**config.mk**
```make
export PLATFORM = sky130hd
export DESIGN_NAME = pmem_line_arbiter
export DESIGN_NICKNAME = d
export VERILOG_FILES = /design/src/rtl/pmem_line_arbiter.sv
export SDC_FILE = /design/constraint.sdc
export NUM_CORES = 1
export LEC_CHECK = 0
export BUFFER_PORTS_ARGS = -buffer_cell sky130_fd_sc_hd__buf_4
export CORE_AREA = 3 3 532 534
export DETAILED_ROUTE_END_ITERATION = 10
export DIE_AREA = 0 0 535 537
export GPL_TIMING_DRIVEN = 0
export SYNTH_ARGS = -nofsm -noshare
export SYNTH_HDL_FRONTEND = slang
export SYNTH_SLANG_ARGS = --single-unit
```
**constraint.sdc**
```tcl
create_clock -name clk -period 2 [get_ports clk]
set_clock_uncertainty 0.15 [all_clocks]
set_input_delay 0.1 -clock clk [delete_from_list [all_inputs] [get_ports clk]]
set_output_delay 0.1 -clock clk [all_outputs]
set_load 0.05 [all_outputs]
```
**src/rtl/pmem_line_arbiter.sv**
```systemverilog
// pmem_line_arbiter: N-port line-granularity arbiter onto the single physical-memory line port.
// Optional memory-error return is enabled by defining PMEM_LINE_ARB_ERROR_EN.

module pmem_line_arbiter_chk #(
  parameter int N_PORTS = 2
) (
  input  logic               clk,
  input  logic               reset,
  input  logic [N_PORTS-1:0] req_read,
  input  logic [N_PORTS-1:0] req_write
);
  // A port raising read and write together is resolved as a write, but is a requester bug.
  a_rw_exclusive: assert property (@(posedge clk) disable iff (reset)
    ((req_read & req_write) == {N_PORTS{1'b0}}));
endmodule

module pmem_line_arbiter #(
  parameter int N_PORTS        = 2,
  parameter int LINE_WIDTH     = 256,
  parameter int ADDR_WIDTH     = 32,
  parameter int FIXED_PRIORITY = 0
) (
  input  logic                          clk,
  input  logic                          reset,
  input  logic [N_PORTS-1:0]            req_read,
  input  logic [N_PORTS-1:0]            req_write,
  input  logic [N_PORTS*ADDR_WIDTH-1:0] req_address,
  input  logic [N_PORTS*LINE_WIDTH-1:0] req_wdata,
  output logic [N_PORTS-1:0]            req_resp,
  output logic [LINE_WIDTH-1:0]         req_rdata,
`ifdef PMEM_LINE_ARB_ERROR_EN
  input  logic                          pmem_error,
  output logic [N_PORTS-1:0]            req_error,
`endif
  input  logic                          pmem_resp,
  input  logic [LINE_WIDTH-1:0]         pmem_rdata,
  output logic                          pmem_read,
  output logic                          pmem_write,
  output logic [ADDR_WIDTH-1:0]         pmem_address,
  output logic [LINE_WIDTH-1:0]         pmem_wdata
);
  localparam int GW          = $clog2(N_PORTS);
  localparam int OFFSET_BITS = $clog2(LINE_WIDTH / 8);
  localparam logic [ADDR_WIDTH-1:0] LINE_MASK    = {ADDR_WIDTH{1'b1}} << OFFSET_BITS;
  localparam logic [N_PORTS-1:0]    PORT0_ONEHOT = {{(N_PORTS-1){1'b0}}, 1'b1};

  typedef enum logic [1:0] {IDLE = 2'd0, BUSY = 2'd1, DONE = 2'd2} state_t;

  state_t                  state_r;
  state_t                  state_next_s;
  logic [N_PORTS-1:0]      req_any_s;
  logic [GW-1:0]           win_s;
  logic [GW-1:0]           grant_r;
  logic [GW-1:0]           last_grant_r;
  logic                    err_s;
  logic                    finish_s;
  logic [ADDR_WIDTH-1:0]   addr_a_s  [N_PORTS];
  logic [LINE_WIDTH-1:0]   wdata_a_s [N_PORTS];

  for (genvar p = 0; p < N_PORTS; p++) begin : g_unpack
    assign addr_a_s[p]  = req_address[p*ADDR_WIDTH +: ADDR_WIDTH];
    assign wdata_a_s[p] = req_wdata[p*LINE_WIDTH +: LINE_WIDTH];
  end

  assign req_any_s = req_read | req_write;
`ifdef PMEM_LINE_ARB_ERROR_EN
  assign err_s = pmem_error;
`else
  assign err_s = 1'b0;
`endif
  assign finish_s = pmem_resp | err_s;

  // Winner selection: scan upward from last_grant_r+1 with wrap, or from index 0 in fixed mode.
  always_comb begin
    int            idx;
    logic [GW-1:0] idx_s;
    logic          found;
    win_s = {GW{1'b0}};
    found = 1'b0;
    idx   = 32'sd0;
    idx_s = {GW{1'b0}};
    for (int k = 1; k <= N_PORTS; k++) begin
      if (FIXED_PRIORITY != 0) begin
        idx = k - 1;
      end else begin
        idx = (int'(last_grant_r) + k) % N_PORTS;
      end
      idx_s = GW'(idx);
      if (!found && req_any_s[idx_s]) begin
        win_s = idx_s;
        found = 1'b1;
      end else begin
        found = found;
      end
    end
  end

  // State register.
  always_ff @(posedge clk) begin
    if (reset) begin
      state_r <= IDLE;
    end else begin
      state_r <= state_next_s;
    end
  end

  // Next-state logic.
  always_comb begin
    state_next_s = state_r;
    case (state_r)
      IDLE: begin
        if (|req_any_s) state_next_s = BUSY;
        else            state_next_s = IDLE;
      end
      BUSY: begin
        if (finish_s) state_next_s = DONE;
        else          state_next_s = BUSY;
      end
      DONE:    state_next_s = IDLE;
      default: state_next_s = IDLE;
    endcase
  end

  // Request capture, pmem strobes and the one-cycle response registers.
  always_ff @(posedge clk) begin
    if (reset) begin
      grant_r      <= {GW{1'b0}};
      last_grant_r <= GW'(N_PORTS - 1);
      req_resp     <= {N_PORTS{1'b0}};
      req_rdata    <= {LINE_WIDTH{1'b0}};
      pmem_read    <= 1'b0;
      pmem_write   <= 1'b0;
      pmem_address <= {ADDR_WIDTH{1'b0}};
      pmem_wdata   <= {LINE_WIDTH{1'b0}};
`ifdef PMEM_LINE_ARB_ERROR_EN
      req_error    <= {N_PORTS{1'b0}};
`endif
    end else begin
      case (state_r)
        IDLE: begin
          if (|req_any_s) begin
            grant_r      <= win_s;
            pmem_read    <= ~req_write[win_s];
            pmem_write   <= req_write[win_s];
            pmem_address <= addr_a_s[win_s] & LINE_MASK;
            pmem_wdata   <= wdata_a_s[win_s];
          end
        end
        BUSY: begin
          // pmem_write still holds the captured op, so it also selects write-vs-read data.
          if (finish_s) begin
            pmem_read  <= 1'b0;
            pmem_write <= 1'b0;
            req_resp   <= PORT0_ONEHOT << grant_r;
            req_rdata  <= (pmem_write || err_s) ? {LINE_WIDTH{1'b0}} : pmem_rdata;
`ifdef PMEM_LINE_ARB_ERROR_EN
            req_error  <= err_s ? (PORT0_ONEHOT << grant_r) : {N_PORTS{1'b0}};
`endif
          end
        end
        DONE: begin
          req_resp  <= {N_PORTS{1'b0}};
          req_rdata <= {LINE_WIDTH{1'b0}};
`ifdef PMEM_LINE_ARB_ERROR_EN
          req_error <= {N_PORTS{1'b0}};
`endif
          if (FIXED_PRIORITY == 0) begin
            last_grant_r <= grant_r;
          end
        end
        default: begin
          req_resp <= {N_PORTS{1'b0}};
        end
      endcase
    end
  end

  pmem_line_arbiter_chk #(.N_PORTS(N_PORTS)) u_chk (
    .clk       (clk),
    .reset     (reset),
    .req_read  (req_read),
    .req_write (req_write)
  );
endmodule

```
==> metrics.yaml, run 1 <==
crit_path_cell_trace: "buf_12 > a211o_4 > buf_12 > buf_16 > buf_16 > a21oi_4 > a211oi_2"
timing.final.hold_violations: 0
yosysTopAreaCellShare_pct: 51.1
place.detailed.hpwl_mm: 237
gp_congestion: 1.05
setup.worst_path.end_class: "flip-flop"
synth.top_cells.by_area: "sky130_fd_sc_hd__dfxtp_1 51%, sky130_fd_sc_hd__a211oi_1 9.9%, sky130_fd_sc_hd__a21oi_1 9.3%"
worst_setup_hold_path_clk_slew_ps: 60
grt-ovfl-total: 0
critPathKind: "flip-flop to flip-flop"
synth_edf_count: 0
vias_after_detailed_routing: 33600
postSynth.topFlopCell: "sky130_fd_sc_hd__dfxtp_1"
final_util_pct: 19.5
yosys_warnings: 0
critPathLaunchType: "flip-flop"
number_of_antenna_violations_at_the_first_check_in_global_routing: 182
grt_max_degree: 13
die_x_um: 535
clock_insertion_delay_worst_skew_ps: 770
design.core.area_sq_mm: 0.279
globalRouteMet2Util_pct: 27.4
h-tree-depth: 3
worstPathArrival_ps: 2530
outcome: "complete, but fails checks"
final_layout_size_suffix_gt1_share_pct: 36.8
via_per_inst: 3.66
setup_viol_count_final: 4
final_max_slew_viol_count: 0
synth_top_area_cell: "sky130_fd_sc_hd__dfxtp_1"
failed_checks: "setup timing"
finalWorstSetupSlack_ps: -77.4
crit_path_top_delay_cell: "sky130_fd_sc_hd__a211o_4"
totalPowerFinal_uw: 43400
clock_tree_root_driver_cell: "sky130_fd_sc_hd__clkbuf_16"
io_pins: 1387
power.ir.vdd_worst_uv: 609
port_buffers: 1370
timing_worst_slew_pin_value_ps: 1160
row_count: 194
flow.area_growth_from_synthesis_pct: 154
grt_pass1_vias: 33700
dieHeight_um: 537
wl_mm: 285
grt_first_pass_wirelength_mm: 350
clock_tree_from_tritoncts: "built"
die_area_sq_mm: 0.287
overall_global_routing_resource_usage_pct: 18.7
max_slew_margin_pct: 22.4
drtPass1Iterations: 7
timing.fmax_ghz: 0.481
leakage_uw: 0.0226
avgSynthCellArea_sq_um: 8.25
rr_startpoint: "state_r[0]"
synth-async-reset-ratio_pct: 0
antenna_left: 0
final_net_count: 6132
cts_inserted_buffers: 78
globalRoute.busiestLayer: "met2"
ys_seq_area_share_pct: 51.1
wl_per_cell_um: 31.0
crit_path_max_fanout: 6
floorplan.initialDensity_pct: 7.69
library_cells_used_by_synthesis: 27
timing.critical_path.slowest_cell_delay_ps: 340
netlist_area_sq_mm: 0.0214
grt_use_met1_pct: 21.5
clock_path_buffers: 4
synthesis.instances: 2600
cp.required_ps: 2450
hold_path_startpoint: "pmem_rdata[62]"
count_of_routing_violations_after_the_opening_detailed_route_iteration: 2459
clock-sinks: 547
cp-startpoint: "state_r[0]"
powerDensity_mw_per_mm2: 797
yosys_register_bits: 547
drc: 0
grt.met3_usage_pct: 10.3
fin_crit_sh_pct: 104
final.min_clock_period_ps: 2080
cap_viol_max_count: 0
grt_setup_unrepaired: "yes"
timing.hold.worst.class: "input port to flip-flop"
## per-stage QoR
step | instance area (sq um) | instances | worst slack [ps] | TNS [ps] | hold WS (ps)
after floorplan | 21500 | 2604 | 382 | 0 | 91.1
after global placement | 36400 | 7698 | -2720 | -744150 | 197
after detailed placement | 36500 | 7701 | -1760 | -535920 | 204
after CTS | 53200 | 9058 | -177 | -4560 | 0.108
after global routing | 54300 | 9115 | -117 | -3250 | 38.3
final | 54400 | 9187 | -77.4 | -132 | 62.1
## layout by cell type, fill, tap and decap left out, drive strengths merged
cell         count
nand3b         111
bufinv           5
a211oi         284
buf           1544
clkinvlp         1
nor2           435
and3b            2
nand2          397
inv              9
clkinv          14
diode          116
nand3            1
a21oi          398
or2              2
clkbuf         231
a22oi          146
or3b             1
and2             1
nand2b           1
mux2i            1
nor3             2
dfxtp          547
nand4b           1
dlygate4sd3   1201
o21ai            2
nor2b            2
conb             5
o41ai            1
a211o            2
## layout make-up
| class | count | area (sq um) |
|---|---|---|
| Fill cell | 30400 | 224000 |
| Timing Repair Buffer | 2611 | 22900 |
| Sequential cell | 547 | 11000 |
| Multi-Input combinational cell | 1795 | 10700 |
| Tap cell | 3724 | 4660 |
| Buffer | 260 | 2340 |
| Clock buffer | 105 | 2220 |
| Clock inverter | 29 | 329 |
| Antenna cell | 116 | 290 |
## what timing repair did
| action | 4_1_cts | 5_1_grt |
|---|---|---|
| endpoints found under the hold margin | 545 | 0 |
| setup buffers | 19 | 12 |
| pin swaps | 22 | 21 |
| setup endpoints to repair | 549 | 461 |
| resized for setup | 490 | 252 |
| gates cloned | 5 | 4 |
| hold buffers | 1201 | 0 |
## path summary, 6_finish.rpt
| check | endpoint | slack [ps] | cells after the start |
|---|---|---|---|
| worst min register to register | req_rdata[102] | 300 | 2 |
| worst max-delay path | pmem_wdata[66] | -80 | 7 |
| worst max register to register | pmem_wdata[66] | -80 | 7 |
| worst min-delay path | req_rdata[62] | 60 | 4 |
## registers in the layout (all words and copies together) (netlist names), 2 cells and up
signal and cells:
pmem_address 27, pmem_wdata 256, req_rdata 256, req_resp 2
state_r 2
## power by group
| part | total, uW | switching (uW) | internal, uW |
|---|---|---|---|
| combinational | 16100 | 10200 | 5970 |
| sequential | 12700 | 828 | 11900 |
| clock | 14600 | 6100 | 8450 |
| total | 43400 | 17100 | 26300 |
## per-layer routing
layer	routed length, um	vias up
met2	115000	2181
met3	39200	688
met1	110000	16000
li1	-	14600
met5	1080	-
met4	19000	106
## cells by family (layout without fill, tap and decap cells)
group,after synthesis,after routing,synth area share (%)
and+or+nand+nor,956,956,18.9
AOI/OAI and AO/OA,833,833,24.5
DFF,547,547,51.1
buffers and inverters,262,3005,5.47
other,1,121,0.0175
muxes,1,1,0.0467
## critical path: cells and delay by family, from the launching register on
family	cells	cell delay (ps)
AO/OA/AOI/OAI	3	770
buffers and inverters	4	640
flip-flops	1	320
## cell usage after synthesis (all sizes together) (2+ instances only)
master,number
a211o,2
a211oi,284
a21oi,398
a22oi,146
and3b,2
buf,143
clkbuf,119
dfxtp,547
nand2,397
nand3b,111
nor2,435
nor2b,2
nor3,2
o21ai,2
or2,2
(Power assumes the default switching activity.)
==> run 2: changes to the inputs <==
Settings changed: PLACE_DENSITY set to 0.3.
==> run 2 against run 1 <==
Against the previous run:
- the run still ends with setup timing left
- register-to-register slack improved by 80 ps
- highest routed layer unchanged
- global-route usage decreased by 4.7 points
- critical path depth down 1
- sequential cell count unchanged
- sequential power about the same
- die area unchanged
- maximum frequency rose by 3.8%
- utilization fell by 0.22 points
- first-iteration DRC count shrank 34%
- worst hold slack improved by 10 ps
- via count decreased by 6.1%
- combinational power down 11%
==> metrics.yaml, run 2 (synthesis results as in run 1) <==
final.min_clock_period_ps: 2000
via_per_inst: 3.43
hold_path_startpoint: "req_write[0]"
overall_global_routing_resource_usage_pct: 14.0
critPathLaunchType: "flip-flop"
count_of_routing_violations_after_the_opening_detailed_route_iteration: 1617
worst_hold_path.endpoint: "pmem_address[31]"
failed_checks: "setup timing"
floorplan.initialDensity_pct: 7.69
rr_startpoint: "state_r[1]"
vias_after_detailed_routing: 31600
clock_insertion_delay_worst_skew_ps: 770
clock_tree_root_driver_cell: "sky130_fd_sc_hd__clkbuf_16"
crit_path_top_delay_cell: "sky130_fd_sc_hd__dfxtp_4"
crit_path_max_fanout: 6
fin_crit_sh_pct: 100
max_slew_margin_pct: 31.6
wl_mm: 213
leakage_uw: 0.0226
power.ir.vdd_worst_uv: 573
critPathKind: "flip-flop to flip-flop"
flow.area_growth_from_synthesis_pct: 151
timing.fmax_ghz: 0.499
timing_worst_slew_pin_value_ps: 1030
number_of_antenna_violations_at_the_first_check_in_global_routing: 90
die_x_um: 535
crit_path_cell_trace: "a211o_1 > buf_12 > buf_16 > buf_16 > a21oi_4 > a211oi_2"
setup_viol_count_final: 1
port_buffers: 1370
io_pins: 1387
worst_hold_path.num_cells: 6
antenna_left: 0
layoutNonFillerInstCount: 9200
pre_cts_slack_ps: -1410
grt_pass1_vias: 32900
grt-ovfl-total: 0
largestRegisters: "pmem_wdata (256), req_rdata (256), pmem_address (27)"
timing.critical_path.slowest_cell_delay_ps: 370
die_area_sq_mm: 0.287
grt_first_pass_wirelength_mm: 280
fin_hold_ws_ps: 72.2
final_util_pct: 19.3
h-tree-depth: 3
row_count: 194
clock_tree_from_tritoncts: "built"
switching_share_pct: 37.1
drc: 0
cap_viol_max_count: 0
final_max_slew_viol_count: 0
power_share_of_the_clock_group_pct: 35.9
placed_cells: 7701
outcome: "complete, but fails checks"
gp_congestion: 0.903
totalNegativeSetupSlack_ps: -2.19
mostFrequentLayoutCells: "1423 x sky130_fd_sc_hd__buf_4, 1293 x sky130_fd_sc_hd__dlygate4sd3_1, 544 x sky130_fd_sc_hd__dfxtp_1"
setup.worst_path.end_class: "flip-flop"
timing.rr.end: "pmem_wdata[46]"
finalWorstSetupSlack_ps: -2.19
final_net_count: 6204
grt_setup_unrepaired: "yes"
cp-startpoint: "state_r[1]"
design.core.area_sq_mm: 0.279
relative_contribution_of_sequential_cells_to_total_power_pct: 30.0
final_layout_size_suffix_gt1_share_pct: 33.7
rrSetupSlack_ps: -2
powerDensity_mw_per_mm2: 781
worst_setup_hold_path_clk_slew_ps: 60
clock_path_buffers: 4
dieHeight_um: 537
cts_inserted_buffers: 84
grt_max_degree: 13
worstPathArrival_ps: 2470
critical_path.most_common_cell: "sky130_fd_sc_hd__buf_16"
layout_commonest_cell: "sky130_fd_sc_hd__buf_4"
cp.required_ps: 2470
timing.final.hold_violations: 0
power.switching_uw: 15600
wl_per_cell_um: 23.2
clock-sinks: 547
place.detailed.hpwl_mm: 178
r2r_cells: 6
timing.hold.worst.class: "input port to flip-flop"
p_int_uw: 26500
comb_power_share_pct: 34.1
drtPass1Iterations: 5
run 2: timing repair:
action,in CTS,in global routing
pin swaps,7,2
hold endpoints to repair,544,0
setup endpoints to repair,544,314
resized for setup,301,141
gates cloned,1,0
hold buffers,1293,0
buffers inserted,9,2
run 2: stage by stage:
stage / total power [uW] / cell area [sq um]
after CTS: 42700 / 53200
after global routing: 43800 / 53800
after floorplan: 18600 / 21500
after detailed placement: 24300 / 36500
final: 42000 / 53800
after global placement: 24300 / 36400
run 2: worst max-delay path by stage:
stage	endpoint	slack, ps
floorplan	req_rdata[222]	380
global placement	pmem_wdata[72]	-1780
detailed placement	req_rdata[223]	-1410
CTS	pmem_wdata[86]	-80
global route	pmem_wdata[160]	-60
finish	pmem_wdata[46]	-2
run 2: final cells by class:
| class | count | area (sq um) |
|---|---|---|
| Multi-Input combinational cell | 1795 | 10100 |
| Clock inverter | 17 | 204 |
| Sequential cell | 547 | 11000 |
| Fill cell | 31300 | 225000 |
| Clock buffer | 130 | 2500 |
| Timing Repair Buffer | 2678 | 23500 |
| Buffer | 259 | 1840 |
| Antenna cell | 50 | 125 |
| Tap cell | 3724 | 4660 |
run 2: layer usage:
| metal | share of wire (%) | GRT usage [%] | up-vias |
|---|---|---|---|
| li1 | - | - | 14700 |
| met5 | 0.15 | 0 | - |
| met1 | 42 | 17.2 | 15200 |
| met4 | 2.8 | 3.66 | 50 |
| met2 | 47 | 24.0 | 1311 |
| met3 | 7.3 | 3.95 | 266 |
run 2: power by group through the flow:
stage | registers [uW] | logic, uW | clock network, uW
after floorplan | 15800 | 2800 | 0
after detailed placement | 12800 | 11500 | 0
after global placement | 12800 | 11500 | 0
after CTS | 12600 | 14400 | 15700
after global routing | 12700 | 15100 | 16000
final | 12600 | 14300 | 15100
run 2: critical path: cells and delay by family, from the launching register on:
family / cells / cell delay [ps]
AO/OA/AOI/OAI: 3 / 780
buffers and inverters: 3 / 510
flip-flops: 1 / 370
